$ cat config.mk
export PLATFORM = sky130hd
export DESIGN_NAME = collision_monitor
export DESIGN_NICKNAME = d
export VERILOG_FILES = /design/src/rtl/flappy_pkg.sv /design/src/rtl/hit_debounce.sv /design/src/rtl/collision_monitor.sv
export SDC_FILE = /design/constraint.sdc
export NUM_CORES = 1
export LEC_CHECK = 0
export ABC_AREA = 1
export ABC_CLOCK_PERIOD_IN_PS = 3100
export CAP_MARGIN = 15
export CORE_MARGIN = 2
export CORE_UTILIZATION = 41
export CTS_CLUSTER_DIAMETER = 50
export CTS_CLUSTER_SIZE = 28
export DETAILED_ROUTE_END_ITERATION = 12
export GPL_ROUTABILITY_DRIVEN = 0
export HOLD_SLACK_MARGIN = 0.12
export MAX_ROUTING_LAYER = met4
export PLACE_DENSITY = 0.67
export SYNTH_ARGS = -nofsm -noshare
export SYNTH_HDL_FRONTEND = slang
export SYNTH_SLANG_ARGS = --single-unit
$ cat constraint.sdc
create_clock -name Clk -period 3.1 [get_ports Clk]
set_clock_uncertainty 0.1 [all_clocks]
set_input_delay 0.62 -clock Clk [delete_from_list [all_inputs] [get_ports Clk]]
set_output_delay 0.62 -clock Clk [all_outputs]
set_load 0.05 [all_outputs]
$ cat src/rtl/flappy_pkg.sv
// rtl/flappy_pkg.sv - shared state encoding, hit index codes and popcount helper
package flappy_pkg;

    typedef enum logic [1:0] {
        ST_IDLE    = 2'd0,
        ST_PLAY    = 2'd1,
        ST_RECOVER = 2'd2,
        ST_OVER    = 2'd3
    } state_e;

    localparam logic [2:0] HIT_IDX_GROUND = 3'd7;

    function automatic logic [3:0] popcount8(input logic [7:0] v);
        logic [3:0] n;
        n = 4'd0;
        for (int i = 0; i < 8; i++) begin
            n = n + {3'd0, v[i]};
        end
        return n;
    endfunction

endpackage

$ cat src/rtl/hit_debounce.sv
// rtl/hit_debounce.sv - counts consecutive hit frames and flags a qualified collision
module hit_debounce #(
    parameter int DEBOUNCE = 2
) (
    input  logic Clk,
    input  logic Reset,
    input  logic FrameTick,
    input  logic Hit,
    input  logic Clear,
    output logic Qualified
);

    localparam logic [2:0] LAST = 3'(DEBOUNCE - 1);

    logic [2:0] cnt_q, cnt_d;

    always_comb begin
        cnt_d     = cnt_q;
        Qualified = 1'b0;
        if (FrameTick) begin
            if (Clear || !Hit) begin
                cnt_d = 3'd0;
            end else if (cnt_q == LAST) begin
                // Qualifying frame fires combinationally so the FSM acts on the same tick.
                Qualified = 1'b1;
                cnt_d     = 3'd0;
            end else begin
                cnt_d = cnt_q + 3'd1;
            end
        end
    end

    always_ff @(posedge Clk) begin
        if (!Reset) begin
            cnt_q <= 3'd0;
        end else begin
            cnt_q <= cnt_d;
        end
    end

endmodule

$ cat src/rtl/collision_monitor.sv
// rtl/collision_monitor.sv - bird collision/lives/score FSM; COLLISION_INVULN_EN enables multi-frame grace
module collision_monitor
    import flappy_pkg::*;
#(
    parameter int NUM_PIPES     = 2,
    parameter int LIVES         = 3,
    parameter int DEBOUNCE      = 2,
    parameter int SCORE_W       = 10,
    parameter int INVULN_FRAMES = 60
) (
    input  logic                 Clk,
    input  logic                 Reset,
    input  logic                 FrameTick,
    input  logic                 Start,
    input  logic                 BirdOn,
    input  logic [NUM_PIPES-1:0] PipeOn,
    input  logic                 GroundHit,
    input  logic [NUM_PIPES-1:0] PipePassed,
    output logic                 Status,
    output logic [1:0]           State,
    output logic [2:0]           Lives,
    output logic [SCORE_W-1:0]   Score,
    output logic [2:0]           HitIdx
);

    localparam logic [2:0]         LIVES_INIT = 3'(LIVES);
    localparam logic [SCORE_W-1:0] SCORE_MAX  = '1;

    state_e             state_q, state_d;
    logic [2:0]         lives_q, lives_d;
    logic [SCORE_W-1:0] score_q, score_d;
    logic [2:0]         hit_idx_q, hit_idx_d;

    logic [7:0]         pipe_hit_ext;
    logic [7:0]         passed_ext;
    logic               raw_hit;
    logic               qualified;
    logic               recover_done;
    logic [2:0]         hit_idx_now;
    logic [SCORE_W+3:0] score_sum;
    logic [SCORE_W-1:0] score_next;

    always_comb begin
        pipe_hit_ext                  = 8'd0;
        passed_ext                    = 8'd0;
        pipe_hit_ext[NUM_PIPES-1:0]   = PipeOn & {NUM_PIPES{BirdOn}};
        passed_ext[NUM_PIPES-1:0]     = PipePassed;
    end

    assign raw_hit = (|pipe_hit_ext) | GroundHit;

    // Lowest overlapping pipe wins; ground code only when no pipe overlaps.
    always_comb begin
        hit_idx_now = HIT_IDX_GROUND;
        for (int i = 7; i >= 0; i--) begin
            if (pipe_hit_ext[i]) begin
                hit_idx_now = 3'(i);
            end
        end
    end

    always_comb begin
        score_sum  = {4'd0, score_q} + (SCORE_W + 4)'(popcount8(passed_ext));
        score_next = (score_sum > {4'd0, SCORE_MAX}) ? SCORE_MAX : score_sum[SCORE_W-1:0];
    end

    hit_debounce #(
        .DEBOUNCE (DEBOUNCE)
    ) u_debounce (
        .Clk       (Clk),
        .Reset     (Reset),
        .FrameTick (FrameTick),
        .Hit       (raw_hit),
        .Clear     (state_q != ST_PLAY),
        .Qualified (qualified)
    );

`ifdef COLLISION_INVULN_EN
    localparam int GW = (INVULN_FRAMES > 1) ? $clog2(INVULN_FRAMES) : 1;

    logic [GW-1:0] grace_q, grace_d;

    assign recover_done = (grace_q == GW'(INVULN_FRAMES - 1));

    always_comb begin
        grace_d = grace_q;
        if (FrameTick) begin
            if (state_q == ST_RECOVER && !recover_done) begin
                grace_d = grace_q + 1'b1;
            end else begin
                grace_d = '0;
            end
        end
    end

    always_ff @(posedge Clk) begin
        if (!Reset) begin
            grace_q <= '0;
        end else begin
            grace_q <= grace_d;
        end
    end
`else
    assign recover_done = 1'b1;
`endif

    always_comb begin
        state_d   = state_q;
        lives_d   = lives_q;
        score_d   = score_q;
        hit_idx_d = hit_idx_q;
        if (FrameTick) begin
            case (state_q)
                ST_IDLE: begin
                    if (Start) begin
                        state_d = ST_PLAY;
                        lives_d = LIVES_INIT;
                        score_d = '0;
                    end
                end
                ST_PLAY: begin
                    if (qualified) begin
                        hit_idx_d = hit_idx_now;
                        if (lives_q > 3'd1) begin
                            lives_d = lives_q - 3'd1;
                            state_d = ST_RECOVER;
                        end else begin
                            lives_d = 3'd0;
                            state_d = ST_OVER;
                        end
                    end else begin
                        score_d = score_next;
                    end
                end
                ST_RECOVER: begin
                    score_d = score_next;
                    if (recover_done) begin
                        state_d = ST_PLAY;
                    end
                end
                default: begin
                    if (Start) begin
                        state_d = ST_IDLE;
                        lives_d = LIVES_INIT;
                    end
                end
            endcase
        end
    end

    always_ff @(posedge Clk) begin
        if (!Reset) begin
            state_q   <= ST_IDLE;
            lives_q   <= LIVES_INIT;
            score_q   <= '0;
            hit_idx_q <= 3'd0;
        end else begin
            state_q   <= state_d;
            lives_q   <= lives_d;
            score_q   <= score_d;
            hit_idx_q <= hit_idx_d;
        end
    end

    assign Status = (state_q != ST_OVER);
    assign State  = state_q;
    assign Lives  = lives_q;
    assign Score  = score_q;
    assign HitIdx = hit_idx_q;

endmodule

==> results.sh, run 1 <==
export IMPL_status="complete, no violations"
export IMPL_die_area_um2=3790
export IMPL_pre_cts_ws_ns=0.536
export IMPL_hpwl_mm=2.14
export IMPL_insertion_delay_ns=0.31
export IMPL_tns_ns=0
export IMPL_root_buffer="clkbuf_4"
export IMPL_crit_required_ns=2.38
export IMPL_row_count=20
export IMPL_cts_buffers=3
export IMPL_yosysMostFrequentCell="nand2_1"
export IMPL_grt_start_max_net_pins=13
export IMPL_drv_slew=0
export IMPL_path_clk_slew_ns=0.11
export IMPL_setup_viol=0
export IMPL_rsz0062_at_grt="no"
export IMPL_chipWidth_um=61.6
export IMPL_cts_max_level=1
export IMPL_worst_slack_ns=0.603
export IMPL_antenna_left=0
export IMPL_grt_usage_pct=17.1
export IMPL_drive_gt1_share_pct=12.7
export IMPL_post_route_min_period_ns=2.50
export IMPL_viasPerCell=4.64
export IMPL_yosys_register_bits=20
export IMPL_drcViolationCount=0
export IMPL_yosys_warnings=0
export IMPL_r2r_slack_ns=1.30
export IMPL_antenna_found_initial=0
export IMPL_synth_seq_area_share_pct=29.4
export IMPL_clockBufferDepth=2
export IMPL_cts_tree="done"
export IMPL_hold_viol_final=0
export IMPL_first_global_vias=1129
export IMPL_num_io_pins=29
export IMPL_n_antenna_cell=0
export IMPL_worst_ep_arrival_time_ns=1.78
export IMPL_dr_pass1_iters=4
export IMPL_vias=1267
export IMPL_power_density_nw_per_um2=312
export IMPL_synth_distinct_cells=31
export IMPL_postCtsSetupBuffers=0
export IMPL_async_flop_share_pct=0
export IMPL_multi_input_area_um2=837
export IMPL_postSynthAreaPerCell_um2=6.80
export IMPL_synthTopCellsByCount="nand2_1, nor2_1, inv_1, dfxtp_1, nand3_1"
export IMPL_wirelength_mm=2.74
export IMPL_syn_num_nets=218
export IMPL_synth_edf_count=0
export IMPL_startpoint_type="flip-flop"
export IMPL_yosys_area_top_type_share_pct=29.4
export IMPL_overflow=0
export IMPL_yosysTopAreaCell="dfxtp_1"
export IMPL_wl_per_cell_um=10.0
export IMPL_core_um2=3100
export IMPL_die_h_um=61.6
export IMPL_hp_class="flip-flop to flip-flop"
export IMPL_p_leak_nw=0.689
export IMPL_max_cap_viol_count=0
export IMPL_path_cells="ha_1 > inv_1 > clkdlybuf4s50_1"
export IMPL_port_buffers=28
export IMPL_cp_slowest_stage_delay_ns=0.79
export IMPL_fin_crit_sh_pct=80.6
export IMPL_cts_sink_count=20
export IMPL_grt_pass1_wl_mm=4.67
export IMPL_path_class="flip-flop to output port"
export IMPL_nFillCells=348
export IMPL_max_freq_mhz=400
export IMPL_netlist_area_um2=1360
export IMPL_finalNetCount=248
export IMPL_regArea_um2=400
export IMPL_synth_ff_type="dfxtp_1"
export IMPL_syn_instance_count=200
export IMPL_hold_buffers=0
export IMPL_syn2layout_area_growth_pct=25.9
export IMPL_worst_slew_pin_slew_ns=0.498
export IMPL_start_util_pct=43.8
export IMPL_slowest_stage="clkdlybuf4s50_1"
export IMPL_fin_cells=273
export IMPL_synthTopCellsByArea="dfxtp_1, nand2_1, nor2_1"
export IMPL_slew_limit_headroom_pct=66.7
export IMPL_critPathMaxFanout=4
export IMPL_drt_iter0_markers=34
export IMPL_cp_end_kind="output port"
export IMPL_dpl_cell_count=269
export IMPL_cts_repair_resized=0
export IMPL_ir_drop_mv=0.221
routing by layer:
layer / up-vias / track usage, % / routed length, um
met5: - / - / 0
met1: 558 / 20.6 / 1360
li1: 684 / - / -
met4: 0 / 4.56 / 32
met2: 21 / 28.7 / 1270
met3: 4 / 3.78 / 83
cells in the final DEF (no fill, tap or decap), drive strengths merged, types with 2 or more instances in the layout:
cell type / synthesis / layout
nand2: 64 / 64
nor2: 31 / 31
clkdlybuf4s50: 0 / 28
inv: 24 / 24
dfxtp: 20 / 20
nand3: 17 / 17
a21oi: 12 / 12
ha: 7 / 7
o21ai: 7 / 7
clkbuf: 1 / 4
nor3: 3 / 3
nand4: 2 / 2
nor3b: 2 / 2
clkinv: 2 / 2
power by group:
part           internal (W)  total (W)  switching (W)
sequential         0.000263   0.000269     0.00000596
combinational     0.0000429   0.000113      0.0000698
clock             0.0000717   0.000153      0.0000814
total              0.000377   0.000535       0.000157
critical path, delay by kind of cell, from the launching register on:
family	cells	cell delay, ns
DFF	1	0.36
buffers and inverters	2	0.86
adders and majority gates	1	0.26
path summary, 6_finish.rpt:
kind / end / from / depth (start not counted)
worst min-delay path: HitIdx[0] / HitIdx[0] / 2
worst min register to register: HitIdx[0] / HitIdx[0] / 2
worst max-delay path: Status / State[0] / 3
worst max register to register: Score[6] / Score[0] / 8
through the flow:
stage / power (W) / cell area (um^2) / hold WS, ns / util, %
3_5_place_dp: 0.000388 / 1680 / 0.363 / 54.0
6_report: 0.000535 / 1710 / 0.381 / 55.2
2_1_floorplan: 0.000354 / 1360 / 0.372 / -
4_1_cts: 0.000542 / 1710 / 0.382 / 55.2
5_1_grt: 0.000564 / 1710 / 0.409 / 55.2
3_3_place_gp: 0.000388 / 1680 / 0.364 / 54.0
sequential cells by signal (all words and copies together) (netlist names):
signal and cells:
Score 10, Lives 3, u_debounce.cnt_q 3, HitIdx 2
State 2
kinds of logic after synthesis:
kind of cell / synth area share [%]
xor+xnor: 1.29
compound gates: 7.54
simple gates: 44.8
fa+ha+maj: 7.91
buf+inv: 9.01
flops: 29.4
final cells by class:
| class | instances | area share [%] |
|---|---|---|
| Clock buffer | 4 | 2.12 |
| Sequential cell | 20 | 23.4 |
| Tap cell | 44 | 3.21 |
| Multi-Input combinational cell | 151 | 48.9 |
| Inverter | 26 | 6.06 |
| Timing Repair Buffer | 28 | 16.4 |
Note: power is estimated with default switching activity, not from simulation.
==> run 2: changes to the inputs <==
ABC_CLOCK_PERIOD_IN_PS = 2210   (was 3100)
PLACE_DENSITY = 0.69   (was 0.67)
clock period = 2.21 ns   (was 3.1 ns; I/O delays follow)
==> run 2 against run 1 <==
Count of clock-buffer cells in the layout down 1. Highest routed layer unchanged. Largest cell class unchanged. Critical path depth is 2 lower. Largest power group unchanged. Combinational power rose by 42%.
==> results.sh, run 2 (synthesis gave the netlist of run 1 again) <==
export IMPL_hold_buffers=0
export IMPL_cp_slowest_stage_delay_ns=0.84
export IMPL_antenna_left=0
export IMPL_hold_worst_slack_ns=0.397
export IMPL_grt_start_max_net_pins=13
export IMPL_power_density_nw_per_um2=476
export IMPL_clockBufferDepth=2
export IMPL_r2r_slack_ns=0.43
export IMPL_worst_slew_pin_slew_ns=0.501
export IMPL_grt_pass1_wl_mm=5.13
export IMPL_pre_cts_ws_ns=-0.156
export IMPL_status="complete, no violations"
export IMPL_drcViolationCount=0
export IMPL_critPathTopFamily="buffers and inverters"
export IMPL_final_common_cell="nand2_1"
export IMPL_wl_per_cell_um=10.6
export IMPL_layout_common_cells="nand2_1, nor2_1, clkdlybuf4s50_1, inv_1, dfxtp_1"
export IMPL_drv_slew=0
export IMPL_path_clk_slew_ns=0.13
export IMPL_viasPerCell=4.67
export IMPL_antenna_found_initial=0
export IMPL_cts_max_level=1
export IMPL_chipWidth_um=61.6
export IMPL_hold_viol_final=0
export IMPL_hold_depth=2
export IMPL_max_cap_viol_count=0
export IMPL_first_global_vias=1178
export IMPL_max_freq_mhz=471
export IMPL_hold_start="HitIdx[1]"
export IMPL_wirelength_mm=2.95
export IMPL_path_buf_inv=1
export IMPL_slew_limit_headroom_pct=66.5
export IMPL_p_leak_nw=0.779
export IMPL_hp_class="flip-flop to flip-flop"
export IMPL_start_util_pct=43.8
export IMPL_p_total_w=0.000848
export IMPL_rsz0062_at_grt="no"
export IMPL_overflow=0
export IMPL_die_h_um=61.6
export IMPL_grt_usage_pct=18.2
export IMPL_cts_buffers=3
export IMPL_worst_slack_ns=0.0879
export IMPL_ir_drop_mv=0.226
export IMPL_fin_cells=279
export IMPL_setup_viol=0
export IMPL_fin_crit_sh_pct=96.0
export IMPL_cts_tree="done"
export IMPL_die_area_um2=3790
export IMPL_post_route_min_period_ns=2.12
export IMPL_worst_ep_arrival_time_ns=1.58
export IMPL_startpoint_type="flip-flop"
export IMPL_num_io_pins=29
export IMPL_dpl_cell_count=275
export IMPL_root_buffer="clkbuf_4"
export IMPL_reg2reg_to="Score[8]"
export IMPL_tns_ns=0
export IMPL_cts_sink_count=20
export IMPL_reg2reg_depth=8
export IMPL_cp_end_kind="output port"
export IMPL_finalNetCount=254
export IMPL_drive_gt1_share_pct=15.3
export IMPL_postCtsSetupBuffers=0
export IMPL_min_to="HitIdx[1]"
export IMPL_syn2layout_area_growth_pct=30.8
export IMPL_largest_register_ffs=10
export IMPL_row_count=20
export IMPL_hpwl_mm=2.27
export IMPL_critPathMaxFanout=6
export IMPL_path_class="flip-flop to output port"
export IMPL_slowest_stage="clkdlybuf4s50_1"
export IMPL_rr_startpoint="Score[0]"
export IMPL_nFillCells=350
export IMPL_path_cells="clkdlybuf4s50_1"
export IMPL_crit_required_ns=1.67
export IMPL_core_um2=3100
export IMPL_insertion_delay_ns=0.31
export IMPL_crit_cells=1
export IMPL_dr_pass1_iters=4
export IMPL_n_antenna_cell=0
export IMPL_drt_iter0_markers=65
export IMPL_vias=1303
export IMPL_port_buffers=28
[run 2: final cells by class]
class                           instances  area (um^2)  area share, %
Inverter                               26          104           5.84
Clock inverter                          1         30.0           1.69
Sequential cell                        20          400           22.5
Timing Repair Buffer                   34          330           18.6
Tap cell                               44         55.1           3.09
Multi-Input combinational cell        151          837           47.0
Clock buffer                            3         22.5           1.27
[run 2: worst max path at each step]
stage | start | to | slack, ns
6_report | Score[8] | Score[8] | 0.09
5_1_grt | Score[8] | Score[8] | 0.02
4_1_cts | Score[3] | Score[3] | 0.03
3_5_place_dp | PipePassed[0] | Score[8] | -0.16
3_3_place_gp | PipePassed[0] | Score[8] | -0.14
2_1_floorplan | Score[0] | Score[6] | 0.25
[run 2: through the flow]
step           cell area, um^2  utilization, %
4_1_cts                   1770            57.1
6_report                  1780            57.3
3_3_place_gp              1720            55.4
2_1_floorplan             1360               -
3_5_place_dp              1720            55.4
5_1_grt                   1780            57.3
[run 2: timing repair]
| action | CTS | global route |
|---|---|---|
| gates resized for setup | 0 | 3 |
| endpoints found under the setup margin | 0 | 3 |
| hold endpoints to repair | 0 | 0 |
[run 2: metal layers]
metal	GRT usage [%]	wire, um	part of all wire [%]	vias to the layer above
li1	-	-	-	695
met1	24.7	1460	49	576
met2	28.6	1330	45	28
met3	2.52	123	4.2	4
met4	4.56	42	1.4	0
met5	-	0	0	-
[run 2: where the power goes]
group	total [W]	internal, W	switching [W]
sequential	0.000377	0.000369	0.00000878
clock	0.000309	0.000183	0.000125
combinational	0.000161	0.0000616	0.0000998
==> run 3: changes to the inputs <==
--- a/config.mk
+++ b/config.mk
@@ -16,3 +16,3 @@
 export GPL_ROUTABILITY_DRIVEN = 0
-export HOLD_SLACK_MARGIN = 0.12
+export HOLD_SLACK_MARGIN = 0.1
 export MAX_ROUTING_LAYER = met4
--- a/constraint.sdc
+++ b/constraint.sdc
@@ -4,2 +4,2 @@
 set_output_delay 0.442 -clock Clk [all_outputs]
-set_load 0.05 [all_outputs]
+set_load 0.02 [all_outputs]
==> run 3 against run 2 <==
Global-route usage decreased by 1.1 points. Power is 1.8% lower. Final area down 0.56%. Flip-flop and latch count unchanged. Non-clock buffer count is 1 lower. Die area unchanged. Wire length is 3.7% lower. Via count is 0.77% higher. Critical endpoint is now Status. Critical path type unchanged.
==> results.sh, run 3 (synthesis gave the netlist of run 1 again) <==
export IMPL_postCtsSetupBuffers=0
export IMPL_path_class="flip-flop to output port"
export IMPL_cts_buffers=3
export IMPL_n_antenna_cell=0
export IMPL_num_io_pins=29
export IMPL_die_h_um=61.6
export IMPL_hold_viol_final=0
export IMPL_first_global_vias=1104
export IMPL_start_util_pct=43.8
export IMPL_worst_slack_ns=0.103
export IMPL_cp_slowest_stage_delay_ns=0.53
export IMPL_worst_slew_pin_slew_ns=0.442
export IMPL_insertion_delay_ns=0.31
export IMPL_nFillCells=325
export IMPL_path_cells="ha_2 > inv_1 > clkdlybuf4s50_1"
export IMPL_grt_pass1_wl_mm=4.83
export IMPL_cts_sink_count=20
export IMPL_cts_max_level=1
export IMPL_ir_drop_mv=0.345
export IMPL_vias=1313
export IMPL_finalNetCount=253
export IMPL_drt_iter0_markers=27
export IMPL_row_count=20
export IMPL_cp_end_kind="output port"
export IMPL_drv_slew=0
export IMPL_tns_ns=0
export IMPL_dr_pass1_iters=5
export IMPL_root_buffer="clkbuf_4"
export IMPL_status="complete, no violations"
export IMPL_layout_common_cells="nand2_1, clkdlybuf4s50_1, nor2_1, inv_1, dfxtp_1"
export IMPL_antenna_found_initial=0
export IMPL_regArea_um2=400
export IMPL_fin_crit_sh_pct=95.3
export IMPL_die_area_um2=3790
export IMPL_syn2layout_area_growth_pct=30.1
export IMPL_grt_usage_pct=17.1
export IMPL_core_um2=3100
export IMPL_p_total_w=0.000833
export IMPL_hpwl_mm=2.19
export IMPL_viasPerCell=4.72
export IMPL_antenna_left=0
export IMPL_worst_ep_arrival_time_ns=1.56
export IMPL_power_density_nw_per_um2=471
export IMPL_drcViolationCount=0
export IMPL_overflow=0
export IMPL_wl_per_cell_um=10.2
export IMPL_slew_limit_headroom_pct=70.6
export IMPL_clockBufferDepth=2
export IMPL_port_buffers=28
export IMPL_critPathMaxFanout=5
export IMPL_p_leak_nw=0.714
export IMPL_largest_register_ffs=10
export IMPL_max_cap_viol_count=0
export IMPL_rsz0062_at_grt="no"
export IMPL_crit_required_ns=1.67
export IMPL_setup_viol=0
export IMPL_multi_input_area_um2=840
export IMPL_wirelength_mm=2.84
export IMPL_path_clk_slew_ns=0.13
export IMPL_hold_worst_slack_ns=0.395
export IMPL_pre_cts_ws_ns=-0.182
export IMPL_slowest_stage="clkdlybuf4s50_1"
export IMPL_startpoint_type="flip-flop"
export IMPL_drive_gt1_share_pct=15.0
export IMPL_hp_class="flip-flop to flip-flop"
export IMPL_cts_tree="done"
export IMPL_final_common_cell="nand2_1"
export IMPL_max_freq_mhz=475
export IMPL_post_route_min_period_ns=2.11
export IMPL_chipWidth_um=61.6
export IMPL_grt_start_max_net_pins=13
run 3: cell count changes in the layout (fill, tap and decap cells not counted), sizes merged:
cell / change
dlymetal6s2s: -3
buf: -2
clkdlybuf4s50: +4
run 3: per-stage QoR:
stage	area [um^2]	utilization, %	std cells
6_report	1770	57.0	278
3_5_place_dp	1710	55.2	274
5_1_grt	1770	57.0	278
4_1_cts	1770	56.9	278
2_1_floorplan	1360	-	200
3_3_place_gp	1710	55.2	274
run 3: power breakdown:
part,internal [W],switching [W]
clock,0.000183,0.000126
combinational,0.0000617,0.0000838
sequential,0.000369,0.00000859
run 3: layer usage:
layer | track usage [%] | vias up | routed length, um
li1 | - | 697 | -
met1 | 24.3 | 579 | 1400
met2 | 25.6 | 33 | 1240
met3 | 2.73 | 4 | 171
met4 | 3.95 | 0 | 25
met5 | - | - | 0
run 3: repair_timing:
| action | 4_1_cts | 5_1_grt |
|---|---|---|
| hold endpoints to repair | 0 | 0 |
| resized for setup | 0 | 1 |
| endpoints found under the setup margin | 0 | 1 |
| hold buffers | 0 | 0 |
run 3: final cells by class:
class	count	share of cell area (%)
Clock inverter	1	1.70
Multi-Input combinational cell	151	47.5
Clock buffer	3	1.27
Tap cell	44	3.11
Sequential cell	20	22.6
Inverter	26	5.87
Timing Repair Buffer	33	18.0
run 3: worst paths after layout:
path                                start   endpoint  slack (ns)  depth (start not counted)
worst max-delay path             State[1]     Status        0.10                          3
worst min-delay path            HitIdx[0]  HitIdx[0]        0.39                          2
worst max register to register   Score[0]   Score[8]        0.39                          8
worst min register to register  HitIdx[0]  HitIdx[0]        0.39                          2
run 3: critical path: cells and delay by family (launching register included):
family / cells / cell delay [ns]
adder cells (fa/ha/maj): 1 / 0.26
flip-flops: 1 / 0.42
buffers and inverters: 2 / 0.58
==> edit 1: new RTL, config.mk and constraints of run 3 <==
The parameter `NUM_PIPES` goes from 2 to 1.
--- a/src/rtl/collision_monitor.sv
+++ b/src/rtl/collision_monitor.sv
@@ -3,5 +3,5 @@
     import flappy_pkg::*;
 #(
-    parameter int NUM_PIPES     = 2,
+    parameter int NUM_PIPES     = 1,
     parameter int LIVES         = 3,
     parameter int DEBOUNCE      = 2,
Ports: changed (resized PipeOn and PipePassed); port bits go from 29 to 27. The function was not compared with the original's and may differ.
==> edit 1 against run 3 <==
  * Area after synthesis shrank 8.8%
  * Cell area decreased by 12%
  * Wire length shrank 6.6%
  * Sequential cell count down 1
  * Core utilization shrank 1.7 points
  * Worst setup slack better by 0.011 ns
  * Global-route usage is 0.074 points higher
  * Total power decreased by 14%
  * Critical path type unchanged
  * Largest cell class unchanged
==> edit 1: results (changes against run 3) <==
min-delay src u_debounce.cnt_q[2] (was HitIdx[0]); Fillers 289 (was 325); first-pass GRT wire length 4450 µm (was 4830 µm); Total Power 718 µW (was 833 µW); ratio of cells with drive above 1 in the final layout 0.0766 (was 0.150); IO Port Bufs 26 (was 28); Slew HR 0.693 (was 0.706); Min-Delay Endpoint u_debounce.cnt_q[2] (was HitIdx[0]); Post-Syn Nets 198 (was 218); Non-Filler Instances 240 (was 278); r2r endpoint Score[3] (was Score[8]); HPWL after DPL 1990 µm (was 2190 µm); synth cell count leaders 60 x nand2_1, 24 x inv_1, 19 x dfxtp_1, 13 x a21oi_1, 13 x nand3_1 (was 51 x nand2_1, 25 x nor2_1, 23 x inv_1, 20 x dfxtp_1, 15 x nand3_1); Mapped Cells 181 (was 200); CP max-delay cell clkdlybuf4s50_1 (unchanged); Max stage delay on crit path 0.60 ns (was 0.53 ns); clock root buffer clkbuf_4 (unchanged); Critical Path Sink Status (unchanged); Synth area leaders dfxtp_1 31%, nand2_1 18%, ha_1 9.1% (was dfxtp_1 29%, nand2_1 14%, nor2_1 6.9%); initial antenna violation count 0 (unchanged); register area share after synthesis 0.307 (was 0.294); crit path from State[0] (was State[1]); Num CTS Buffers 3 (unchanged); Place WS 0.00385 ns (was -0.182 ns); DRT Wirelength 2650 µm (was 2840 µm); Cell Int Power 486 µW (was 614 µW); peak supply drop 0.250 mV (was 0.345 mV); Synth cell types 25 (was 31); Via Count 1171 (was 1313); hold depth 2 (unchanged); antenna cell count 0 (unchanged); 1st-iter DRT viols 27 (unchanged); reg2reg setup slack 0.41 ns (was 0.39 ns); number of global-route vias before repair 1076 (was 1104); first-pass detailed-route iteration total 4 (was 5); leakage 0.663 nW (was 0.714 nW); Tot GR Track Use 0.172 (was 0.171); fin worst setup slack 0.114 ns (was 0.103 ns); status finished clean (unchanged); ys flop type dfxtp_1 (unchanged); Nets 227 (was 253)
edit 1: cell types whose count changed after synthesis, moves of 3 or more:
cell / before / now
xor2_1: 1 / 4
nor2_1: 25 / 12
nand2_2: 11 / 1
nor2_2: 3 / 0
nand2_1: 51 / 60
edit 1: power groups by stage:
stage | Sequential, mW | Clock [mW] | Combinational [mW]
2_1_floorplan | 0.380 | 0 | 0.0987
3_3_place_gp | 0.371 | 0 | 0.160
3_5_place_dp | 0.371 | 0 | 0.163
4_1_cts | 0.364 | 0.197 | 0.165
5_1_grt | 0.366 | 0.207 | 0.182
6_report | 0.363 | 0.191 | 0.164
edit 1: layout make-up:
class	instances	share of cell area
Clock buffer	3	0.0145
Clock inverter	1	0.00323
Inverter	24	0.0581
Multi-Input combinational cell	134	0.477
Sequential cell	19	0.245
Tap cell	31	0.0250
Timing Repair Buffer	28	0.177
edit 1: routing by layer:
metal	GRT usage	share of wire	routed length, µm
met2	0.265	0.46	1220
met4	0.0844	0.016	43
met3	0.0284	0.026	70
met1	0.219	0.50	1310
met5	-	0	0
edit 1: logic make-up after synthesis:
family	count (synthesis)	synth area share
flops	19	0.307
xor+xnor	5	0.0353
fa+ha+maj	9	0.0908
buf+inv	28	0.0969
compound gates	25	0.126
simple gates	95	0.344
edit 1: stage by stage:
step / cell area (µm²) / hold slack (ns) / util
after floorplan: 1240 / 0.345 / -
after detailed placement: 1520 / 0.367 / 0.543
after global routing: 1550 / 0.410 / 0.553
after CTS: 1550 / 0.384 / 0.553
final: 1550 / 0.387 / 0.553
after global placement: 1520 / 0.364 / 0.543
edit 1: critical path: cells and delay by family (launching register included):
kind                       cells  cell delay (ns)
buffers and inverters          2             0.67
DFF                            1             0.37
adders and majority gates      1             0.20
==> edit 2: new RTL, settings of run 3 <==
Made on the original files. Register the output `Status`, cleared by the reset; this adds one clock of latency there. The other outputs are not delayed to match.
--- a/src/rtl/collision_monitor.sv
+++ b/src/rtl/collision_monitor.sv
@@ -163,5 +163,11 @@
     end
 
-    assign Status = (state_q != ST_OVER);
+    always_ff @(posedge Clk) begin
+        if (!Reset) begin
+            Status <= '0;
+        end else begin
+            Status <= (state_q != ST_OVER);
+        end
+    end
     assign State  = state_q;
     assign Lives  = lives_q;
Formal check against the unedited RTL: not equivalent (Yosys sat finds a counterexample within 4 cycles, from zero or initial values and one cycle with Reset low).
==> edit 2 against run 3 <==
  * Wire length is 5.1% lower
  * Total power down 12%
  * Combinational power barely moved
  * Sequential power rose by 5%
  * Die area grew 1.5%
  * Cell area down 1.8%
  * Global-route usage shrank 0.92 points
  * Sequential cell count up 1
  * Area after synthesis grew 1.7%
  * Worst setup slack gained 0.10 ns
  * Critical path type is now in -> reg
  * Critical endpoint is now Score[4]
  * Largest power group unchanged
==> edit 2: results (changes against run 3) <==
peak supply drop 0.214 mV (was 0.345 mV); CP Max Fanout 4 (was 5); reg2reg setup slack 0.48 ns (was 0.39 ns); Place WS -0.143 ns (was -0.182 ns); Synth area leaders dfxtp_1 30%, nand2_1 12%, ha_1 6.3% (was dfxtp_1 29%, nand2_1 14%, nor2_1 6.9%); Post-Syn Nets 212 (was 218); HPWL after DPL 2050 µm (was 2190 µm); crit path from PipePassed[0] (was State[1]); metal2 WL 1140 µm (was 1240 µm); Clk. pwr 194 µW (was 310 µW); global routing usage on met3 0.0124 (was 0.0273); ratio of cells with drive above 1 in the final layout 0.142 (was 0.150); DR vias/cell 4.61 (was 4.72); status finished clean (unchanged); row count 21 (was 20); met2 Track Usage GR 0.223 (was 0.256); drt wl/cell 9.94 µm (was 10.2 µm); Clock power frac 0.264 (was 0.372); Tot GR Track Use 0.162 (was 0.171); Synth cell types 32 (was 31); Max stage delay on crit path 0.45 ns (was 0.53 ns); metal3 WL 82 µm (was 171 µm); register area share after synthesis 0.304 (was 0.294); sequential cell area share 0.242 (was 0.226); arrival time at the worst endpoint 2.10 ns (was 1.56 ns)
==> edit 2: cell families (layout without fill, tap and decap cells) <==
logic type,count (synthesis),count (layout),share of synthesized area
flops,21,21,0.304
buf+inv,27,58,0.0851
fa+ha+maj,8,8,0.0778
xor+xnor,4,4,0.0253
compound gates,20,20,0.0742
simple gates,114,114,0.433
==> edit 2: how the worst min path moves through the flow <==
| stage | cells after the start | end | slack (ns) | from |
|---|---|---|---|---|
| after detailed placement | 2 | HitIdx[0] | 0.36 | HitIdx[0] |
| after global placement | 2 | HitIdx[0] | 0.36 | HitIdx[0] |
| after global routing | 2 | HitIdx[0] | 0.41 | HitIdx[0] |
| after CTS | 2 | HitIdx[0] | 0.38 | HitIdx[0] |
| after floorplan | 2 | u_debounce.cnt_q[0] | 0.39 | u_debounce.cnt_q[0] |
| final | 2 | HitIdx[0] | 0.38 | HitIdx[0] |
